**src/rtl/hs_tx_feeder_pkg.sv**
```systemverilog
// Shared types and defaults for the handshake transmit feeder.
// Holds the feeder FSM encoding and the default word width / FIFO depth.
package hs_tx_feeder_pkg;

    localparam int DEF_WIDTH = 8;
    localparam int DEF_DEPTH = 8;

    typedef enum logic [1:0] {
        ST_IDLE      = 2'd0,
        ST_SEND      = 2'd1,
        ST_WAIT_LOW  = 2'd2,
        ST_WAIT_HIGH = 2'd3
    } state_t;

endpackage

```
**src/rtl/hs_tx_feeder_sync_fifo.sv**
```systemverilog
// Single-clock show-ahead FIFO: dout always presents the oldest stored word.
// Pointers wrap modulo DEPTH; a separate count tells full from empty.
import hs_tx_feeder_pkg::*;

module sync_fifo #(
    parameter int WIDTH = DEF_WIDTH,
    parameter int DEPTH = DEF_DEPTH
) (
    input  logic                     clk,
    input  logic                     rst,
    input  logic                     push,
    input  logic                     pop,
    input  logic [WIDTH-1:0]         wdata,
    output logic [WIDTH-1:0]         dout,
    output logic                     full,
    output logic                     empty,
    output logic [$clog2(DEPTH):0]   count
);

    localparam int AW = $clog2(DEPTH);
    localparam int CW = AW + 1;

    logic [WIDTH-1:0] mem_r [DEPTH];
    logic [AW-1:0]    wr_ptr_r;
    logic [AW-1:0]    rd_ptr_r;
    logic [CW-1:0]    count_r;
    logic             push_ok_s;
    logic             pop_ok_s;

    // Guard against overflow/underflow even if a caller misbehaves.
    assign push_ok_s = push & ~full;
    assign pop_ok_s  = pop & ~empty;

    assign full  = (count_r == CW'(DEPTH));
    assign empty = (count_r == CW'(0));
    assign count = count_r;
    assign dout  = mem_r[rd_ptr_r];

    // Storage array write port.
    always_ff @(posedge clk) begin
        if (push_ok_s) begin
            mem_r[wr_ptr_r] <= wdata;
        end
    end

    // Pointer and occupancy bookkeeping.
    always_ff @(posedge clk or posedge rst) begin
        if (rst) begin
            wr_ptr_r <= AW'(1'b0);
            rd_ptr_r <= AW'(1'b0);
            count_r  <= CW'(1'b0);
        end else begin
            if (push_ok_s) begin
                wr_ptr_r <= wr_ptr_r + AW'(1'b1);
            end
            if (pop_ok_s) begin
                rd_ptr_r <= rd_ptr_r + AW'(1'b1);
            end
            case ({push_ok_s, pop_ok_s})
                2'b10:   count_r <= count_r + CW'(1'b1);
                2'b01:   count_r <= count_r - CW'(1'b1);
                default: count_r <= count_r;
            endcase
        end
    end

endmodule

```
**src/rtl/hs_tx_feeder.sv**
```systemverilog
// Feeds queued words to a handshake synchronizer, one sready pulse per
// sidle low/high round trip, with din held stable between pops.
import hs_tx_feeder_pkg::*;

module hs_tx_feeder #(
    parameter int WIDTH = DEF_WIDTH,
    parameter int DEPTH = DEF_DEPTH
) (
    input  logic             clk,
    input  logic             rst,
    input  logic             in_valid,
    input  logic [WIDTH-1:0] in_data,
    output logic             in_ready,
    input  logic             sidle,
    output logic             sready,
    output logic [WIDTH-1:0] din,
    output logic             busy,
    output logic [15:0]      tx_cnt
);

    state_t                  state_r;
    state_t                  next_state_s;
    logic                    push_s;
    logic                    pop_s;
    logic [WIDTH-1:0]        fifo_dout_s;
    logic                    fifo_full_s;
    logic                    fifo_empty_s;
    logic [$clog2(DEPTH):0]  fifo_count_s;
    logic                    sready_r;
    logic [WIDTH-1:0]        din_r;
    logic [15:0]             tx_cnt_r;

    assign push_s   = in_valid & ~fifo_full_s;
    assign in_ready = ~fifo_full_s;
    assign busy     = ~fifo_empty_s | (state_r != ST_IDLE);
    assign sready   = sready_r;
    assign din      = din_r;
    assign tx_cnt   = tx_cnt_r;

    sync_fifo #(
        .WIDTH (WIDTH),
        .DEPTH (DEPTH)
    ) u_fifo (
        .clk   (clk),
        .rst   (rst),
        .push  (push_s),
        .pop   (pop_s),
        .wdata (in_data),
        .dout  (fifo_dout_s),
        .full  (fifo_full_s),
        .empty (fifo_empty_s),
        .count (fifo_count_s)
    );

    // Handshake sequencing: a pop only ever happens from IDLE.
    always_comb begin
        next_state_s = state_r;
        pop_s        = 1'b0;
        case (state_r)
            ST_IDLE: begin
                if (!fifo_empty_s && sidle) begin
                    next_state_s = ST_SEND;
                    pop_s        = 1'b1;
                end else begin
                    next_state_s = ST_IDLE;
                end
            end
            ST_SEND: begin
                next_state_s = ST_WAIT_LOW;
            end
            ST_WAIT_LOW: begin
                if (!sidle) begin
                    next_state_s = ST_WAIT_HIGH;
                end else begin
                    next_state_s = ST_WAIT_LOW;
                end
            end
            ST_WAIT_HIGH: begin
                if (sidle) begin
                    next_state_s = ST_IDLE;
                end else begin
                    next_state_s = ST_WAIT_HIGH;
                end
            end
            default: begin
                next_state_s = ST_IDLE;
                pop_s        = 1'b0;
            end
        endcase
    end

    // FSM state register.
    always_ff @(posedge clk or posedge rst) begin
        if (rst) begin
            state_r <= ST_IDLE;
        end else begin
            state_r <= next_state_s;
        end
    end

    // Registered load pulse, held data word and issue counter.
    always_ff @(posedge clk or posedge rst) begin
        if (rst) begin
            sready_r <= 1'b0;
            din_r    <= {WIDTH{1'b0}};
            tx_cnt_r <= 16'h0000;
        end else if (pop_s) begin
            sready_r <= 1'b1;
            din_r    <= fifo_dout_s;
            tx_cnt_r <= tx_cnt_r + 16'h0001;
        end else begin
            sready_r <= 1'b0;
        end
    end

endmodule

```
**config.mk**
```make
export PLATFORM = sky130hd
export DESIGN_NAME = hs_tx_feeder
export DESIGN_NICKNAME = d
export VERILOG_FILES = /design/src/rtl/hs_tx_feeder_pkg.sv /design/src/rtl/hs_tx_feeder_sync_fifo.sv /design/src/rtl/hs_tx_feeder.sv
export SDC_FILE = /design/constraint.sdc
export NUM_CORES = 1
export LEC_CHECK = 0
export ABC_CLOCK_PERIOD_IN_PS = 2800
export BUFFER_PORTS_ARGS = -buffer_cell sky130_fd_sc_hd__buf_2
export CORE_MARGIN = 2
export CORE_UTILIZATION = 30
export CTS_BUF_LIST = sky130_fd_sc_hd__clkbuf_8
export DETAILED_ROUTE_END_ITERATION = 8
export SKIP_LAST_GASP = 1
export SLEW_MARGIN = 5
export SYNTH_ARGS = -nofsm -noshare
export SYNTH_HDL_FRONTEND = slang
export SYNTH_SLANG_ARGS = --single-unit
```
**constraint.sdc**
```tcl
create_clock -name clk -period 2.8 [get_ports clk]
set_clock_uncertainty 0.2 [all_clocks]
set_input_delay 0.14 -clock clk [delete_from_list [all_inputs] [get_ports clk]]
set_output_delay 0.14 -clock clk [all_outputs]
set_load 0.005 [all_outputs]
```
==> reports/results.tsv <==
metric	value	unit
status	finished clean	
final-setup-viol-count	0	
cp.arrival	2730	ps
slowest_stage	or4_4	
ir_drop	0.251	mV
layout_commonest_cell	edfxtp_1	
cts_sinks	101	
root_buffer	clkbuf_8	
cp-start-kind	register	
io_pins	39	
cp_max_fo	7	
routed_wl	7.93	mm
synth.area.top_cells	edfxtp_1 (46%), dfrtp_1 (22%), mux4_2 (8.6%), nand2_1 (2.3%), xnor2_1 (2.3%)	
ys_ff_latch	101	
hold_ws	217	ps
critPathRequiredTime	2850	ps
met1_usage	0.148	
diodes	0	
power_density	864	mW/mm^2
rsz0062_at_grt	false	
hpwl	5.12	mm
maxSlewViolCount	0	
synthAdderAreaFrac	0.0228	
dr.pass1.iters	4	
htreeDepth	3	
place_area	0.00462	sq mm
p_leak	1.95	nW
maxCapViolCount	0	
netlist_area	0.00417	sq mm
synth_top_family_by_area	multiplexers	
area_delta_synth_final	18.7	%
grt_use_total	0.116	
synth_seq_area_share	0.683	
crit_family	simple AND/OR/NAND/NOR gates	
vias	2310	
die_x	122	um
syn_avg_cell_area	16.0	sq um
grt_pass1_wl	12.7	mm
crit_type	register to register	
max_stage_delay	610	ps
final_layout_size_suffix_gt1_frac	0.297	
port_buffers	38	
core	0.0137	sq mm
synthSimpleGateAreaFrac	0.0993	
synthCells	261	
clk_latency	370	ps
synth_top_area_frac	0.461	
drcViolationCount	0	
place.gp.congestion	0.703	
cts_tree	done	
nNetsFinal	344	
nFillCells	1293	
path_cells	or4_4 > nand3_4 > inv_4 > ha_2 > ha_1 > inv_1 > nor4_2 > nand4b_1 > o211ai_1	
final_cell_mix	edfxtp_1 (64), buf_2 (38), dfrtp_1 (36)	
die-area	0.0149	sq mm
grt_pass1_vias	2362	
finalCritPeriodShare	0.957	
cts_buffer_depth	2	
clk_pin_slew	100	ps
num_rows	43	
cp-end-kind	register	
cp.buffers_inverters	2	
async_reset_ff_frac	0.366	
cts_buffers	9	
reg2reg_from	u_fifo.count[0]	
hp-class	primary input to asynchronous set/reset pin	
grt_use_met2	0.189	
fin_area	0.00495	sq mm
via_per_inst	4.53	
crit_start	u_fifo.count[0]	
grt_max_degree	38	
tns	0	ps
wire_per_inst	15.5	um
muxShareOfSynthArea	0.111	
start_util	0.304	
max_slew_margin	0.540	
drt_iter0_markers	155	
finalPower	4.28	mW
min_period	2680	ps
gr-total-overflow	0	
ant_nets	0	
synth_edf_count	64	
ys_types	40	
synth_warnings	0	
busiest_layer	met2	
fmax	373	MHz
hold_viol	0	
antenna_found_initial	0	
grtUsageMet3	0.0262	
synth-xor-area-share	0.0420	
chipHeight	122	um
yosysTopAreaCell	edfxtp_1	
synth_compound_area_frac	0.0180	
ys.flop_type	edfxtp_1	
tightest_slew	690	ps
synth_nets	280	
[registers in the layout, indices dropped and copies added (netlist names)]
name	flops
u_fifo.mem_r	64
state_r	2
u_fifo.count	4
sready	1
u_fifo.rd_ptr_r	3
tx_cnt	16
u_fifo.wr_ptr_r	3
din	8
[worst paths after layout]
kind	to	slack (ps)	cells after the start
setup / recovery	u_fifo.count[3]	120	9
hold / removal	sready	220	4
setup reg to reg	u_fifo.count[3]	120	9
hold reg to reg	tx_cnt[15]	270	1
max in group asynchronous	u_fifo.count[0]	1820	4
min in group clk	tx_cnt[15]	270	1
[metrics by stage]
stage | utilization | std cells | setup WS (ps)
3_5_place_dp | 0.337 | 483 | 64.0
3_3_place_gp | 0.337 | 483 | 192
4_1_cts | 0.360 | 510 | 43.6
6_report | 0.361 | 510 | 119
5_1_grt | 0.361 | 510 | 8.61
2_1_floorplan | - | 261 | 245
[cell families (layout without fill, tap and decap cells)]
logic type | Yosys count | count (layout)
buf+inv | 19 | 88
xor+xnor | 20 | 20
flops | 101 | 101
mux | 26 | 26
simple gates | 74 | 74
fa+ha+maj | 7 | 7
compound gates | 14 | 14
[synth_stat cells, types with 2 or more instances]
cell type,number
ha_1,6
nand2_1,26
nand2b_1,3
nand3_2,2
xor2_1,9
buf_6,3
o21ai_0,11
or3_1,2
mux4_2,16
nor3_1,6
and3_1,2
inv_1,10
mux2i_1,9
and4_1,2
nor2_1,14
dfrtp_1,37
xnor2_1,11
edfxtp_1,64
o211ai_1,2
nand3_1,6
[worst register-to-register path, cell delays in order, from the launching register on]
cell	delay [ps]
dfrtp_2	460
or4_4	610
nand3_4	120
inv_4	60
ha_2	230
ha_1	330
inv_1	80
nor4_2	240
nand4b_1	150
o211ai_1	90
[timing repair]
item / 4_1_cts / 5_1_grt
hold endpoints to repair: 110 / 0
buffers inserted: 0 / 0
hold buffers: 11 / 0
gates resized for setup: 0 / 4
setup endpoints to repair: 0 / 1
[metal layers]
| layer | up-vias | routed length, um |
|---|---|---|
| li1 | 1090 | - |
| met1 | 1178 | 3520 |
| met2 | 34 | 3980 |
| met3 | 8 | 300 |
| met4 | 0 | 127 |
| met5 | - | 0 |
[power breakdown]
group | switching (mW) | internal [mW] | total [mW]
registers | 0.212 | 1.90 | 2.11
clock network | 0.528 | 0.425 | 0.953
logic | 0.628 | 0.589 | 1.22
total | 1.37 | 2.91 | 4.28
[area by class of cell]
cell class	count	area [sq um]	share of cell area
Sequential cell	101	2850	0.576
Multi-Input combinational cell	141	1230	0.249
Timing Repair Buffer	61	390	0.0789
Tap cell	180	225	0.0455
Clock buffer	9	124	0.0250
Clock inverter	7	83.8	0.0169
Inverter	11	43.8	0.00885
(Power assumes the default switching activity.)
